`src/rtl/booth_seq_ctrl.sv`:
```
// Sequential radix-4 Booth multiplier: one partial product per clock into a 2N-bit accumulator.
// Optional build macro BOOTH_SEQ_ZERO_SKIP_EN ends the run early once remaining groups encode zero.
module booth_seq_ctrl #(
    parameter int N = 8
) (
    input  logic           clk,
    input  logic           rst,
    input  logic           start,
    input  logic [N-1:0]   x,
    input  logic [N-1:0]   y,
    output logic           ready,
    output logic           busy,
    output logic           done,
    output logic [2*N-1:0] p
);
    localparam int K  = N / 2;
    localparam int CW = (K > 1) ? $clog2(K) : 1;

    typedef enum logic [1:0] {IDLE, RUN, DONE} state_t;

    state_t         state_q, state_d;
    logic [CW-1:0]  count_q, count_d;
    logic [2*N-1:0] acc_q, acc_d;
    logic [2*N-1:0] p_q, p_d;
    logic [N-1:0]   x_q, x_d, y_q, y_d;
    logic           done_q, done_d;

    logic [N:0]     y_ext;
    logic [2:0]     triple;
    logic           pp_zero, pp_neg, pp_two;
    logic [N:0]     pp_mag;
    logic [2*N-1:0] pp_full, pp_sh, sum;
    logic           finish;
    logic [N-1:0]   y_rest;

    assign ready = (state_q == IDLE) || (state_q == DONE);
    assign busy  = (state_q == RUN);
    assign done  = done_q;
    assign p     = p_q;

    always_comb begin
        y_ext   = {y_q, 1'b0};
        triple  = y_ext[{count_q, 1'b0} +: 3];
        pp_zero = 1'b0;
        pp_neg  = 1'b0;
        pp_two  = 1'b0;
        case (triple)
            3'b000, 3'b111: pp_zero = 1'b1;
            3'b011:         pp_two  = 1'b1;
            3'b100:         begin pp_two = 1'b1; pp_neg = 1'b1; end
            3'b101, 3'b110: pp_neg  = 1'b1;
            default:        pp_zero = 1'b0;
        endcase
        pp_mag  = pp_two ? {x_q, 1'b0} : {x_q[N-1], x_q};
        // Negate at full width so -2x of the most negative x still fits.
        pp_full = {{(N-1){pp_mag[N]}}, pp_mag};
        if (pp_neg)  pp_full = -pp_full;
        if (pp_zero) pp_full = '0;
        pp_sh   = pp_full << {count_q, 1'b0};
        sum     = acc_q + pp_sh;

        y_rest  = $signed(y_q) >>> ({count_q, 1'b0} + 1'b1);
`ifdef BOOTH_SEQ_ZERO_SKIP_EN
        finish  = (count_q == CW'(K - 1)) || (y_rest == '0) || (y_rest == '1);
`else
        finish  = (count_q == CW'(K - 1));
`endif
    end

    always_comb begin
        state_d = state_q;
        count_d = count_q;
        acc_d   = acc_q;
        p_d     = p_q;
        x_d     = x_q;
        y_d     = y_q;
        done_d  = 1'b0;
        case (state_q)
            IDLE, DONE: begin
                if (start) begin
                    x_d     = x;
                    y_d     = y;
                    acc_d   = '0;
                    count_d = '0;
                    state_d = RUN;
                end else begin
                    state_d = IDLE;
                end
            end
            RUN: begin
                if (finish) begin
                    p_d     = sum;
                    done_d  = 1'b1;
                    state_d = DONE;
                end else begin
                    acc_d   = sum;
                    count_d = count_q + 1'b1;
                end
            end
            default: state_d = IDLE;
        endcase
    end

    always_ff @(posedge clk) begin
        if (rst) begin
            state_q <= IDLE;
            count_q <= '0;
            acc_q   <= '0;
            p_q     <= '0;
            x_q     <= '0;
            y_q     <= '0;
            done_q  <= 1'b0;
        end else begin
            state_q <= state_d;
            count_q <= count_d;
            acc_q   <= acc_d;
            p_q     <= p_d;
            x_q     <= x_d;
            y_q     <= y_d;
            done_q  <= done_d;
        end
    end
endmodule

```
`config.mk`:
```
export PLATFORM = sky130hd
export DESIGN_NAME = booth_seq_ctrl
export DESIGN_NICKNAME = d
export VERILOG_FILES = /design/src/rtl/booth_seq_ctrl.sv
export SDC_FILE = /design/constraint.sdc
export NUM_CORES = 1
export LEC_CHECK = 0
export CORE_ASPECT_RATIO = 1.5
export CORE_MARGIN = 5
export CORE_UTILIZATION = 38
export DETAILED_ROUTE_END_ITERATION = 10
export GPL_TIMING_DRIVEN = 0
export HOLD_SLACK_MARGIN = 0.06
export SETUP_SLACK_MARGIN = 0.15
export SLEW_MARGIN = 20
export SYNTH_ARGS = -nofsm -noshare
export SYNTH_HDL_FRONTEND = slang
export SYNTH_SLANG_ARGS = --single-unit
```
`constraint.sdc`:
```
create_clock -name clk -period 6.8 [get_ports clk]
set_clock_uncertainty 0.05 [all_clocks]
set_input_delay 1.36 -clock clk [delete_from_list [all_inputs] [get_ports clk]]
set_output_delay 1.36 -clock clk [all_outputs]
set_load 0.1 [all_outputs]
```
==> results of run 1 <==
## layer usage
metal	GRT usage (%)	part of all wire (%)	vias to the layer above	routed length (µm)
li1	-	-	1857	-
met1	20.6	40	1752	4450
met2	36.5	54	70	6060
met3	2.58	2.8	17	307
met4	8.33	3.1	0	342
met5	0	0	-	0
## cells in the final DEF, fill, tap and decap left out, types with 6 or more instances in the layout
cell	n
sky130_fd_sc_hd__a211oi_1	10
sky130_fd_sc_hd__clkbuf_1	26
sky130_fd_sc_hd__xor2_1	6
sky130_fd_sc_hd__nand2_1	85
sky130_fd_sc_hd__ha_1	19
sky130_fd_sc_hd__nor3_1	16
sky130_fd_sc_hd__o31ai_1	6
sky130_fd_sc_hd__inv_1	9
sky130_fd_sc_hd__nand3_1	24
sky130_fd_sc_hd__a31oi_1	6
sky130_fd_sc_hd__dfxtp_1	53
sky130_fd_sc_hd__clkdlybuf4s50_1	36
sky130_fd_sc_hd__o21ai_0	24
sky130_fd_sc_hd__a21oi_1	59
sky130_fd_sc_hd__xnor2_1	8
sky130_fd_sc_hd__a21o_1	9
sky130_fd_sc_hd__nand4_1	6
sky130_fd_sc_hd__or3_1	6
sky130_fd_sc_hd__nor2_1	26
## how the worst min path moves through the flow
stage | from | to | slack (ns) | cells past startpoint
final | y_q[2]$_SDFFE_PP0P_ | y_q[2]$_SDFFE_PP0P_ | 0.41 | 2
after global routing | p[11]$_SDFFE_PP0P_ | p[11]$_SDFFE_PP0P_ | 0.44 | 2
after CTS | y_q[2]$_SDFFE_PP0P_ | y_q[2]$_SDFFE_PP0P_ | 0.41 | 2
after detailed placement | y_q[2]$_SDFFE_PP0P_ | y_q[2]$_SDFFE_PP0P_ | 0.40 | 2
after global placement | p[4]$_SDFFE_PP0P_ | p[4]$_SDFFE_PP0P_ | 0.40 | 2
after floorplan | y_q[4]$_SDFFE_PP0P_ | y_q[4]$_SDFFE_PP0P_ | 0.38 | 2
## kinds of logic (layout without fill, tap and decap cells)
family | count (synthesis) | in the layout | share of synthesized area (%)
xor gates and xnor gates | 14 | 14 | 3.34
AOI/OAI and AO/OA | 155 | 155 | 27.3
adders and majority gates | 23 | 23 | 7.87
DFF | 53 | 53 | 28.9
and+or+nand+nor | 186 | 186 | 23.3
buffers and inverters | 44 | 88 | 5.01
muxes | 12 | 12 | 4.26
## worst max-delay path: stages, from the launching register on
cell	delay (ns)
sky130_fd_sc_hd__dfxtp_1	0.38
sky130_fd_sc_hd__buf_6	0.18
sky130_fd_sc_hd__mux4_2	0.59
sky130_fd_sc_hd__inv_1	0.26
sky130_fd_sc_hd__nand3_1	0.13
sky130_fd_sc_hd__buf_2	0.22
sky130_fd_sc_hd__nand2_1	0.10
sky130_fd_sc_hd__mux2i_1	0.20
sky130_fd_sc_hd__ha_1	0.22
sky130_fd_sc_hd__nand2b_1	0.19
sky130_fd_sc_hd__o21ai_0	0.25
sky130_fd_sc_hd__xor2_1	0.21
sky130_fd_sc_hd__o21ai_0	0.12
sky130_fd_sc_hd__a221oi_2	0.37
sky130_fd_sc_hd__a221o_1	0.20
sky130_fd_sc_hd__o21ai_0	0.14
sky130_fd_sc_hd__ha_1	0.39
sky130_fd_sc_hd__a211oi_1	0.41
sky130_fd_sc_hd__o211ai_1	0.15
sky130_fd_sc_hd__a21oi_1	0.32
sky130_fd_sc_hd__nor3b_1	0.10
sky130_fd_sc_hd__a2bb2oi_1	0.20
sky130_fd_sc_hd__or4_1	0.48
sky130_fd_sc_hd__nand3_1	0.09
## final cells by class
cell class / count / area, µm²
clock inverters: 2 / 37.5
fillers: 1005 / 5220
inverters: 9 / 33.8
plain buffers: 35 / 150
well taps: 115 / 144
flip-flops and latches: 53 / 1060
repair buffers: 36 / 360
multi-input cells: 390 / 2430
clock buffers: 6 / 139
## metrics by stage
stage	worst slack [ns]	cells	cell area (µm²)
floorplan	1.72	487	3670
global route	0.261	646	4360
global placement	0.820	638	4180
finish	0.786	646	4360
CTS	0.721	646	4350
detailed placement	0.707	638	4180
## registers in the layout (all words and copies together), names as in the netlist
register  count
acc_q        16
p            16
x_q           8
y_q           8
count_q       2
state_q       2
done          1
## report_power, final
group	leakage (nW)	switching [mW]	internal, mW
Clock	0.0831	0.119	0.184
Combinational	1.06	0.135	0.0736
Sequential	0.430	0.00870	0.321
==> results_dict.tcl, run 1 <==
set metrics [dict create \
    grt_setup_unrepaired "false" \
    timing.rr.end "p[15]$_SDFFE_PP0P_" \
    number_of_buffers_inserted_by_post_cts_setup_repair 0 \
    cts_max_path_buffers 2 \
    core_area_mm2 0.00958 \
    post_cts.resized_instances 0 \
    clk_pin_slew_worst_paths_ns 0.07 \
    setup.worst_path.end "p[15]$_SDFFE_PP0P_" \
    achievable-frequency_ghz 0.166 \
    detail_route.first_pass.iterations 4 \
    timing_max_transition_violations_final 0 \
    placementRows 44 \
    biggest_fanout_along_the_worst_timing_path 10 \
    floorplan.die_area_mm2 0.0118 \
    post_synth_main_area_contributors "sky130_fd_sc_hd__dfxtp_1 29%, sky130_fd_sc_hd__nand2_1 8.7%, sky130_fd_sc_hd__a21oi_1 8.0%" \
    power.ir.vdd_worst_v 0.000129 \
    yosys_most_used_dff "sky130_fd_sc_hd__dfxtp_1" \
    worstMarginPinSlew_ns 1.02 \
    synthDominantAreaCellType "sky130_fd_sc_hd__dfxtp_1" \
    async_reset_ff_share_pct 0 \
    vias_in_the_first_global_route 3605 \
    clock_insertion_delay_worst_skew_ns 0.30 \
    yosys_register_bits 53 \
    via_density_per_instance 5.72 \
    grt_first_pass_wirelength_um 18100 \
    yosys.cell_count.top_type "sky130_fd_sc_hd__nand2_1" \
    worstSetupPathType "reg -> reg" \
    seq_area_frac_synth_pct 28.9 \
    antenna_violating_nets_post_route 0 \
    min_period_ns 6.01 \
    synthesis.area_mm2 0.00367 \
    insertedDiodeCount 0 \
    final_nets 569 \
    finalSetupTns_ns 0 \
    yosysUniqueCellTypes 62 \
    fin_crit_sh_pct 88.4 \
    grt_remaining_overflow 0 \
    portBuffers 36 \
    p_per_area_mw_per_mm2 193 \
    grt_antenna_before_repair 0 \
    synth_largest_type_area_fraction_pct 28.9 \
    floorplan.initialDensity_pct 38.3 \
    avgSynthCellArea_um2 7.54 \
    r2r_start "count_q[0]$_SDFFE_PP0P_" \
    post_drt_wl_per_cell_um 17.3 \
    final_design_utilization_pct 45.5 \
    worst_ep_arrival_time_ns 6.21 \
    global_route.usage.total_pct 19.0 \
    synth.cells.most_frequent "85 x sky130_fd_sc_hd__nand2_1, 59 x sky130_fd_sc_hd__a21oi_1, 53 x sky130_fd_sc_hd__dfxtp_1" \
    cts_tree "yes" \
    initialDrtViolationCount 296 \
    die_h_um 130 \
    synth_edf_count 0 \
    grt_start_max_net_pins 17 \
    cellLeakagePower_nw 1.57 \
    cts-hold-fix-buffers 0 \
    boundaryPins 38 \
    gp_routability_congestion 0.913 \
    htree_num_levels 2 \
    root_buffer "sky130_fd_sc_hd__clkbuf_16" \
    relSlewSlack_pct 32.1 \
    final_layout_size_suffix_gt1_share_pct 5.65 \
    finalWirelength_um 11200 \
    worst_setup_ep_type "flop" \
    status "finished, final reports clean" \
    worstSetupStartpoint "count_q[0]$_SDFFE_PP0P_" \
    synth_nets 526 \
    finalSetupViolations 0 \
    regToRegSetupSlack_ns 0.79 \
    maximum_capacitance_violations 0 \
    horizontal_die_dimension_um 90.3 \
    vias 3696 \
    drc 0 \
    worst-endpoint-required_ns 6.99 \
    cts_inserted_buffers 5 \
    fin_worst_hold_slack_ns 0.406 \
    ys.warnings.count 0 \
    holdCritPathClass "reg -> reg" \
    cts.sinks 53 \
    timing.critical_path.from_type "flop" \
    power.total_uw 842 \
    layout-area-overhead-vs-synth_pct 18.7 \
    timing.reg2reg.worst_path_depth 23 \
    dp.final_hpwl_um 8720 \
    syn_inst 487 \
    hold_violations 0 \
]
Note: power is estimated with default switching activity, not from simulation.
==> run 2, diff against run 1 <==
--- a/config.mk
+++ b/config.mk
@@ -9,8 +9,10 @@
 export CORE_MARGIN = 5
 export CORE_UTILIZATION = 38
 export DETAILED_ROUTE_END_ITERATION = 10
+export GPL_ROUTABILITY_DRIVEN = 1
 export GPL_TIMING_DRIVEN = 0
 export HOLD_SLACK_MARGIN = 0.06
+export RECOVER_POWER = 50
 export SETUP_SLACK_MARGIN = 0.15
 export SLEW_MARGIN = 20
 export SYNTH_ARGS = -nofsm -noshare
==> run 2 against run 1 <==
Effect of this change:
- sequential cell count did not move
- non-clock buffer count did not move
- worst setup slack got worse by 0.012 ns
- global-route usage unchanged
- critical endpoint unchanged
- final area unchanged
- combinational power is essentially flat
- utilization unchanged
- critical path depth unchanged
==> results_dict.tcl, run 2 (synthesis gave the netlist of run 1 again) <==
set metrics [dict create \
    status "finished, final reports clean" \
    hold_path_depth 2 \
    placementRows 44 \
    sequential_cell_area_mm2 0.00106 \
    fillerInstances 1005 \
    dpl-instance-area_mm2 0.00418 \
    initialDrtViolationCount 296 \
    via_density_per_instance 5.71 \
    global_route.usage.total_pct 19.0 \
    final_nets 569 \
    cts_tree "yes" \
    worst_ep_arrival_time_ns 6.22 \
    cts_inserted_buffers 5 \
    min_period_ns 6.03 \
    worstSetupStartpoint "count_q[0]$_SDFFE_PP0P_" \
    leading_cell_types_in_the_layout_fill_and_taps_excluded "85 x sky130_fd_sc_hd__nand2_1, 59 x sky130_fd_sc_hd__a21oi_1, 53 x sky130_fd_sc_hd__dfxtp_1" \
    horizontal_die_dimension_um 90.3 \
    cellLeakagePower_nw 1.62 \
    worst_setup_ep_type "flop" \
    finalWirelength_um 11200 \
    critical_path.slowest_cell "sky130_fd_sc_hd__mux4_2" \
    grt_start_max_net_pins 17 \
    worstSetupPathType "reg -> reg" \
    dp.final_hpwl_um 8720 \
    holdCritPathClass "reg -> reg" \
    insertedDiodeCount 0 \
    gp_routability_congestion 0.913 \
    finalSetupTns_ns 0 \
    final_layout_size_suffix_gt1_share_pct 5.65 \
    postLayoutCellArea_mm2 0.00436 \
    p_per_area_mw_per_mm2 193 \
    floorplan.initialDensity_pct 38.3 \
    grt_first_pass_wirelength_um 18100 \
    cts_max_path_buffers 2 \
    floorplan.die_area_mm2 0.0118 \
    htree_num_levels 2 \
    layout_commonest_cell "sky130_fd_sc_hd__nand2_1" \
    post_cts.resized_instances 0 \
    timing_max_transition_violations_final 0 \
    final_design_utilization_pct 45.5 \
    portBuffers 36 \
    root_buffer "sky130_fd_sc_hd__clkbuf_16" \
    worst_path_dominant_cell_family "compound AO/OA/AOI/OAI gates" \
    grt_antenna_before_repair 0 \
    drc 0 \
    die_h_um 130 \
    cts.sinks 53 \
    boundaryPins 38 \
    vias_in_the_first_global_route 3605 \
    power.total_uw 842 \
    finalSetupViolations 0 \
    setup_slack_ns 0.775 \
    achievable-frequency_ghz 0.166 \
    critical-path-max-stage-delay_ns 0.59 \
    critPathBufInv 3 \
    worst_path_cell_trace "buf_6 > mux4_2 > inv_1 > nand3_1 > buf_2 > nand2_1 > mux2i_1 > ha_1 > nand2b_1 > o21ai_0 > xor2_1 > o21ai_0 > a221oi_2 > a221o_1 > o21ai_0 > ha_1 > a211oi_1 > o211ai_1 > a21oi_1 > nor3b_1 > a2bb2oi_1 > or4_1 > nand3_1" \
    timing.rr.end "p[15]$_SDFFE_PP0P_" \
    maximum_capacitance_violations 0 \
    relSlewSlack_pct 32.1 \
    area_of_the_multi_input_gates_mm2 0.00243 \
    clk_pin_slew_worst_paths_ns 0.07 \
    hold_path.startpoint "y_q[2]$_SDFFE_PP0P_" \
    cts-hold-fix-buffers 0 \
    regToRegSetupSlack_ns 0.77 \
    worstMarginPinSlew_ns 1.02 \
    layout-area-overhead-vs-synth_pct 18.7 \
    worst-endpoint-required_ns 6.99 \
    antenna_violating_nets_post_route 0 \
    grt_setup_unrepaired "false" \
    fin_crit_sh_pct 88.6 \
    core_area_mm2 0.00958 \
    hold_violations 0 \
    detail_route.first_pass.iterations 4 \
    post-place-ws_ns 0.707 \
    post_drt_wl_per_cell_um 17.3 \
    biggest_fanout_along_the_worst_timing_path 10 \
    clock_insertion_delay_worst_skew_ns 0.30 \
    timing.reg2reg.worst_path_depth 23 \
    vias 3690 \
    critical_path.most_common_cell "sky130_fd_sc_hd__o21ai_0" \
    power.ir.vdd_worst_v 0.000129 \
    timing.critical_path.from_type "flop" \
    whs_endpoint "y_q[2]$_SDFFE_PP0P_" \
    number_of_buffers_inserted_by_post_cts_setup_repair 0 \
    grt_remaining_overflow 0 \
    r2r_start "count_q[0]$_SDFFE_PP0P_" \
]
## run 2: changes by cell type in the layout (fill, tap and decap cells not counted), sizes merged
cell and change:
buf -2, clkdlybuf4s50 -14, dlygate4sd3 +14, clkbuf +2
## run 2: layer usage
metal  share of wire [%]  global-route usage (%)  up-vias
li1                    -                       -     1855
met3                 2.6                    2.58       18
met4                 3.1                    8.33        0
met5                   0                       0        -
met1                  40                    20.6     1756
met2                  54                    36.5       61
## run 2: tightest hold or removal path, delay by kind of cell, from the launching register on
| kind | cells | cell delay, ns |
|---|---|---|
| flops | 1 | 0.31 |
| simple gates | 1 | 0.05 |
| compound gates | 1 | 0.05 |
## run 2: worst max path at each step
stage	depth (start not counted)	end	slack (ns)
final	23	p[15]$_SDFFE_PP0P_	0.77
after global routing	22	p[14]$_SDFFE_PP0P_	0.26
after floorplan	23	p[15]$_SDFFE_PP0P_	1.72
after CTS	22	p[14]$_SDFFE_PP0P_	0.72
after detailed placement	22	acc_q[14]$_SDFFE_PP0P_	0.71
after global placement	22	p[14]$_SDFFE_PP0P_	0.82
## run 2: per-stage QoR
stage                     instances  hold WS (ns)
after floorplan                 487         0.383
after global placement          638         0.395
after detailed placement        638         0.398
after CTS                       646         0.407
after global routing            646         0.433
final                           646         0.406
## run 2: layout make-up
class	count	share of cell area, %
plain buffers	35	3.45
clock buffers	6	3.19
clock inverters	2	0.861
inverters	9	0.775
multi-input cells	390	55.8
flip-flops and latches	53	24.3
well taps	115	3.30
repair buffers	36	8.27
## run 2: power by group
part / internal, mW / total, mW / switching, mW
clock network: 0.184 / 0.304 / 0.120
logic: 0.0735 / 0.209 / 0.135
registers: 0.321 / 0.330 / 0.00864
total: 0.579 / 0.842 / 0.264
